## src/rtl/clock_pkg.sv

```systemverilog
// Shared encodings and limits for the HH:MM:SS clock controller.
// Mode values, per-field blink bit positions and BCD digit limits.
package clock_pkg;

  typedef enum logic [1:0] {
    MODE_RUN     = 2'd0,
    MODE_SET_HR  = 2'd1,
    MODE_SET_MIN = 2'd2,
    MODE_SET_SEC = 2'd3
  } mode_t;

  localparam int FLD_SEC = 0;
  localparam int FLD_MIN = 1;
  localparam int FLD_HR  = 2;

  localparam int UNITS_MAX  = 9;
  localparam int TENS_MAX   = 5;
  localparam int MINSEC_MAX = 59;
  localparam int HOUR_MAX   = 23;

  // Binary 0..99 to packed {tens, units} BCD.
  function automatic logic [7:0] bin2bcd(input logic [6:0] v);
    logic [6:0] t;
    logic [6:0] u;
    t = v / 7'd10;
    u = v % 7'd10;
    return {t[3:0], u[3:0]};
  endfunction

endpackage

```

## src/rtl/bcd_field_cnt.sv

```systemverilog
// Two-digit BCD counter wrapping at modulus-1; carry is combinational so a
// caller can ripple several fields within one clock.
module bcd_field_cnt
  import clock_pkg::*;
(
  input  logic       clk,
  input  logic       rst,
  input  logic       inc,
  input  logic       clr,
  input  logic [6:0] modulus,
  output logic [3:0] tens,
  output logic [3:0] units,
  output logic       carry
);

  logic [7:0] last;
  logic       at_max;

  assign last   = bin2bcd(modulus - 7'd1);
  assign at_max = ({tens, units} == last);
  assign carry  = inc & ~clr & at_max;

  always_ff @(posedge clk) begin
    if (!rst) begin
      tens  <= 4'd0;
      units <= 4'd0;
    end else if (clr) begin
      tens  <= 4'd0;
      units <= 4'd0;
    end else if (inc) begin
      if (at_max) begin
        tens  <= 4'd0;
        units <= 4'd0;
      end else if (units == 4'(UNITS_MAX)) begin
        tens  <= tens + 4'd1;
        units <= 4'd0;
      end else begin
        units <= units + 4'd1;
      end
    end
  end

endmodule

```

## src/rtl/clock_time_ctrl.sv

```systemverilog
// Run/set controller for the HH:MM:SS chain: ticks ripple carries in RUN,
// btn_inc edits the selected field in SET states; drives digits and blink mask.
module clock_time_ctrl
  import clock_pkg::*;
#(
  parameter int HOURS_MOD = 24,
  parameter bit BLINK_EN  = 1'b1
) (
  input  logic       clk,
  input  logic       rst,
  input  logic       tick_1hz,
  input  logic       blink_tick,
  input  logic       btn_mode,
  input  logic       btn_inc,
  output logic [3:0] hr_t,
  output logic [3:0] hr_u,
  output logic [3:0] min_t,
  output logic [3:0] min_u,
  output logic [3:0] sec_t,
  output logic [3:0] sec_u,
  output logic [1:0] mode,
  output logic [2:0] blink_mask,
  output logic       day_pulse
);

  mode_t      mode_q, mode_d;
  logic       phase_q, phase_d;
  logic [2:0] mask_d;
  logic       run, edit;
  logic       sec_inc, sec_clr, min_inc, hr_inc;
  logic       sec_carry, min_carry, hr_carry;

  // btn_mode takes precedence over any edit in the same cycle.
  assign run     = (mode_q == MODE_RUN);
  assign edit    = btn_inc & ~btn_mode;
  assign sec_inc = run & tick_1hz;
  assign sec_clr = (mode_q == MODE_SET_SEC) & edit;
  assign min_inc = run ? sec_carry : ((mode_q == MODE_SET_MIN) & edit);
  assign hr_inc  = run ? min_carry : ((mode_q == MODE_SET_HR) & edit);

  bcd_field_cnt u_sec (
    .clk(clk), .rst(rst), .inc(sec_inc), .clr(sec_clr),
    .modulus(7'(MINSEC_MAX + 1)), .tens(sec_t), .units(sec_u), .carry(sec_carry)
  );

  bcd_field_cnt u_min (
    .clk(clk), .rst(rst), .inc(min_inc), .clr(1'b0),
    .modulus(7'(MINSEC_MAX + 1)), .tens(min_t), .units(min_u), .carry(min_carry)
  );

  bcd_field_cnt u_hr (
    .clk(clk), .rst(rst), .inc(hr_inc), .clr(1'b0),
    .modulus(7'(HOURS_MOD)), .tens(hr_t), .units(hr_u), .carry(hr_carry)
  );

  always_comb begin
    mode_d  = mode_q;
    phase_d = phase_q;
    mask_d  = 3'b000;
    if (btn_mode) begin
      phase_d = 1'b0;
      case (mode_q)
        MODE_RUN:     mode_d = MODE_SET_HR;
        MODE_SET_HR:  mode_d = MODE_SET_MIN;
        MODE_SET_MIN: mode_d = MODE_SET_SEC;
        default:      mode_d = MODE_RUN;
      endcase
    end else if (blink_tick && !run) begin
      phase_d = ~phase_q;
    end
    if (BLINK_EN && phase_d) begin
      case (mode_d)
        MODE_SET_HR:  mask_d[FLD_HR]  = 1'b1;
        MODE_SET_MIN: mask_d[FLD_MIN] = 1'b1;
        MODE_SET_SEC: mask_d[FLD_SEC] = 1'b1;
        default:      mask_d = 3'b000;
      endcase
    end
  end

  always_ff @(posedge clk) begin
    if (!rst) begin
      mode_q     <= MODE_RUN;
      phase_q    <= 1'b0;
      blink_mask <= 3'b000;
      day_pulse  <= 1'b0;
    end else begin
      mode_q     <= mode_d;
      phase_q    <= phase_d;
      blink_mask <= mask_d;
      day_pulse  <= run & hr_carry;
    end
  end

  assign mode = mode_q;

endmodule

```

## config.mk

```make
export PLATFORM = sky130hd
export DESIGN_NAME = clock_time_ctrl
export DESIGN_NICKNAME = d
export VERILOG_FILES = /design/src/rtl/clock_pkg.sv /design/src/rtl/bcd_field_cnt.sv /design/src/rtl/clock_time_ctrl.sv
export SDC_FILE = /design/constraint.sdc
export NUM_CORES = 1
export LEC_CHECK = 0
export ABC_AREA = 1
export BUFFER_PORTS_ARGS = -buffer_cell sky130_fd_sc_hd__buf_2
export CAP_MARGIN = 10
export CORE_MARGIN = 3
export CORE_UTILIZATION = 25
export DETAILED_ROUTE_END_ITERATION = 8
export HOLD_SLACK_MARGIN = 0.1
export MAX_ROUTING_LAYER = met4
export PLACE_DENSITY = 0.55
export SLEW_MARGIN = 20
export SYNTH_ARGS = -nofsm -noshare
export SYNTH_HDL_FRONTEND = slang
export SYNTH_SLANG_ARGS = --single-unit
```

## constraint.sdc

```tcl
create_clock -name clk -period 1.6 [get_ports clk]
set_input_delay 0 -clock clk [delete_from_list [all_inputs] [get_ports clk]]
set_output_delay 0 -clock clk [all_outputs]
set_load 0.05 [all_outputs]
```

==> results.toml <==
[outcome]
outcome = "complete, no violations"

[placement]
placed_cell_area_um2 = 2010
place_congestion = 0.788
hpwl_um = 2760
pre_cts_ws_ns = 0.0605
port_buffers = 35

[sta]
setup_viol = 0
rsz0062_at_grt = "true"
fin_ws_ns = 0.0960
slew_viol_final = 0
slew_headroom = 0.750
fin_crit_ns = 1.50
tns_ns = 0
tightest_slew_ns = 0.373
final_hold_viol_count = 0
post-route-period-util = 0.940
fin_skew_ns = 0.0106
fmax_mhz = 665

[setup_path]
path_class = "flip-flop to flip-flop"
end_kind = "flip-flop"
critPathArrivalTime_ns = 1.67
cp_cell_sequence = "inv_2 > ha_4 > inv_1 > nand3_1 > nand2_4 > nand2_4 > nand2_8 > nand2_4 > nand2_1 > a21oi_2"
cp_slowest_cell = "dfxtp_4"
critPathMaxStageDelay_ns = 0.37
startpoint_type = "flip-flop"
path_common_cell = "nand2_4"
cp.required_ns = 1.77
path_max_fanout = 7

[global_route]
first_global_vias = 1428
grt_max_degree = 14
gr-total-overflow = 0
grt_pass1_wl_um = 6270
grt_usage = 0.104
antenna_found_initial = 0

[pwr]
power_mw = 1.80
peakVddDrop_uv = 445
powerDensity_nw_per_um2 = 783
leakagePower_nw = 1.13

[finish]
regArea_um2 = 649
diodes = 0
synthToLayoutAreaGrowth_pct = 38.1
fin_area_um2 = 2290
nFillCells = 688
multi_input_area_um2 = 995
fin_util = 0.359
num-nets-final = 292
drive_gt1_frac = 0.387

[detailed_routing]
dr.pass1.iters = 4
antenna_left = 0
detail_route.wl_per_cell_um = 10.6
viasPerCell = 4.41
dr.first_iter.drc_count = 42
dr_total_vias = 1535
drc = 0
routed_wl_um = 3700

[clock_tree]
cts-root-buf = "clkbuf_8"
cts_max_path_buffers = 2
clk_latency_ns = 0.28
numCtsBuffers = 5
path_clk_slew_ns = 0.07
clock_sinks = 31
htreeDepth = 2
tritoncts = "yes"

[synth]
mappedNetlistArea_um2 = 1660
synth_fp_nets = 234
async_reset_ff_frac = 0
synth_common_cells = "dfxtp_1 (31), inv_1 (30), nand2_1 (29), nor2_1 (24), ha_1 (16)"
synth_top_cell_area_share = 0.374
synth.distinct_cells = 28
synth-main-ff-cell = "dfxtp_1"
ys_top_cells_by_area = "dfxtp_1 (37%), ha_1 (12%), inv_1 (6.8%)"
ys_seq_elements = 31
syn_area_per_cell_um2 = 7.83
ys_seq_area_frac = 0.374
yosysTopAreaCell = "dfxtp_1"
ys_warn_count = 0
syn_inst = 212
synth_enable_flop_cells = 0
yosysMostFrequentCell = "dfxtp_1"

[floorplan]
num_rows = 29
fp.coreArea_um2 = 6390
fp.dieW_um = 87.5
die_y_um = 87.5
io_pins = 36
die_area_um2 = 7660
start_util = 0.260

[job]
drv_cap = 0

[hold_path]
hp-class = "input port to flip-flop"
-- where the power goes --
group,internal (mW),switching (mW),leakage [nW]
Combinational,0.0904,0.153,0.813
Sequential,0.787,0.0150,0.260
Clock,0.466,0.284,0.0524
-- cells in the final DEF (no fill, tap or decap), types with 3 or more instances in the layout --
| cell type | Yosys | routed |
|---|---|---|
| ha_1 | 16 | 15 |
| nor3_1 | 9 | 7 |
| nand2_1 | 29 | 24 |
| inv_1 | 30 | 27 |
| dfxtp_1 | 31 | 14 |
| dfxtp_4 | 0 | 3 |
| nand3_1 | 15 | 12 |
| buf_2 | 0 | 35 |
| a21oi_1 | 14 | 10 |
| dfxtp_2 | 0 | 14 |
| nand3_2 | 2 | 5 |
| o21ai_0 | 5 | 3 |
| nand2_2 | 3 | 5 |
| and3_1 | 3 | 3 |
| dlygate4sd3_1 | 0 | 4 |
| clkbuf_8 | 0 | 5 |
| buf_4 | 1 | 14 |
| nor2_1 | 24 | 23 |
| a21oi_2 | 0 | 4 |
| xor2_1 | 10 | 10 |
| nand4_1 | 4 | 4 |
| nand2_4 | 2 | 5 |
-- path summary, 6_finish.rpt --
| check | start | end | slack, ns | cells past startpoint |
|---|---|---|---|---|
| setup / recovery | mode[1] | u_hr.tens[1] | 0.1 | 10 |
| hold / removal | tick_1hz | u_sec.units[1] | 0.14 | 5 |
| setup reg to reg | mode[1] | u_hr.tens[1] | 0.1 | 10 |
| hold reg to reg | u_hr.tens[1] | u_hr.tens[1] | 0.51 | 2 |
-- routing by layer --
metal  up-vias  global-route usage  wire length [µm]
met3         8              0.0293               186
met4         0              0.0446                74
li1        797                   -                 -
met2        37               0.155              1680
met1       693               0.132              1760
met5         -                   -                 0
-- worst max-delay path, delay by kind of cell (launching register included) --
kind | cells | cell delay, ns
DFF | 1 | 0.37
AOI/OAI and AO/OA | 1 | 0.05
and+or+nand+nor | 6 | 0.64
buffers and inverters | 2 | 0.15
adders and majority gates | 1 | 0.17
-- cells by family after synthesis --
kind of cell             synth area share
flip-flops                          0.374
XOR/XNOR                           0.0527
AO/OA/AOI/OAI                      0.0799
AND/OR/NAND/NOR                     0.280
adder cells (fa/ha/maj)             0.121
buffers and inverters              0.0934
-- per-stage QoR --
| step | hold slack [ns] | cells |
|---|---|---|
| 3_5_place_dp | 0.321 | 331 |
| 6_report | 0.143 | 348 |
| 3_3_place_gp | 0.327 | 331 |
| 2_1_floorplan | 0.209 | 212 |
| 5_1_grt | 0.173 | 348 |
| 4_1_cts | 0.148 | 343 |
-- state kept, by name, summed over array words and instances, names as in the netlist --
register     count
u_min.tens       4
mode             2
u_min.units      4
phase_q          1
day_pulse        1
u_hr.units       4
u_sec.tens       4
blink_mask       3
u_sec.units      4
u_hr.tens        4
-- area by class of cell --
type,count,share of cell area
tap,77,0.0420
clock inverter,1,0.0131
clock buffer,7,0.0333
inverter,32,0.0551
sequential,31,0.283
timing repair buffer,53,0.140
multi-input combinational,147,0.434
-- repair_timing --
action                                  in CTS  in global routing
resized for setup                            0                 27
endpoints found under the hold margin       11                  0
buffers inserted                             0                  4
endpoints found under the setup margin       0                 15
hold buffers                                 4                  0
(Power assumes the default switching activity.)
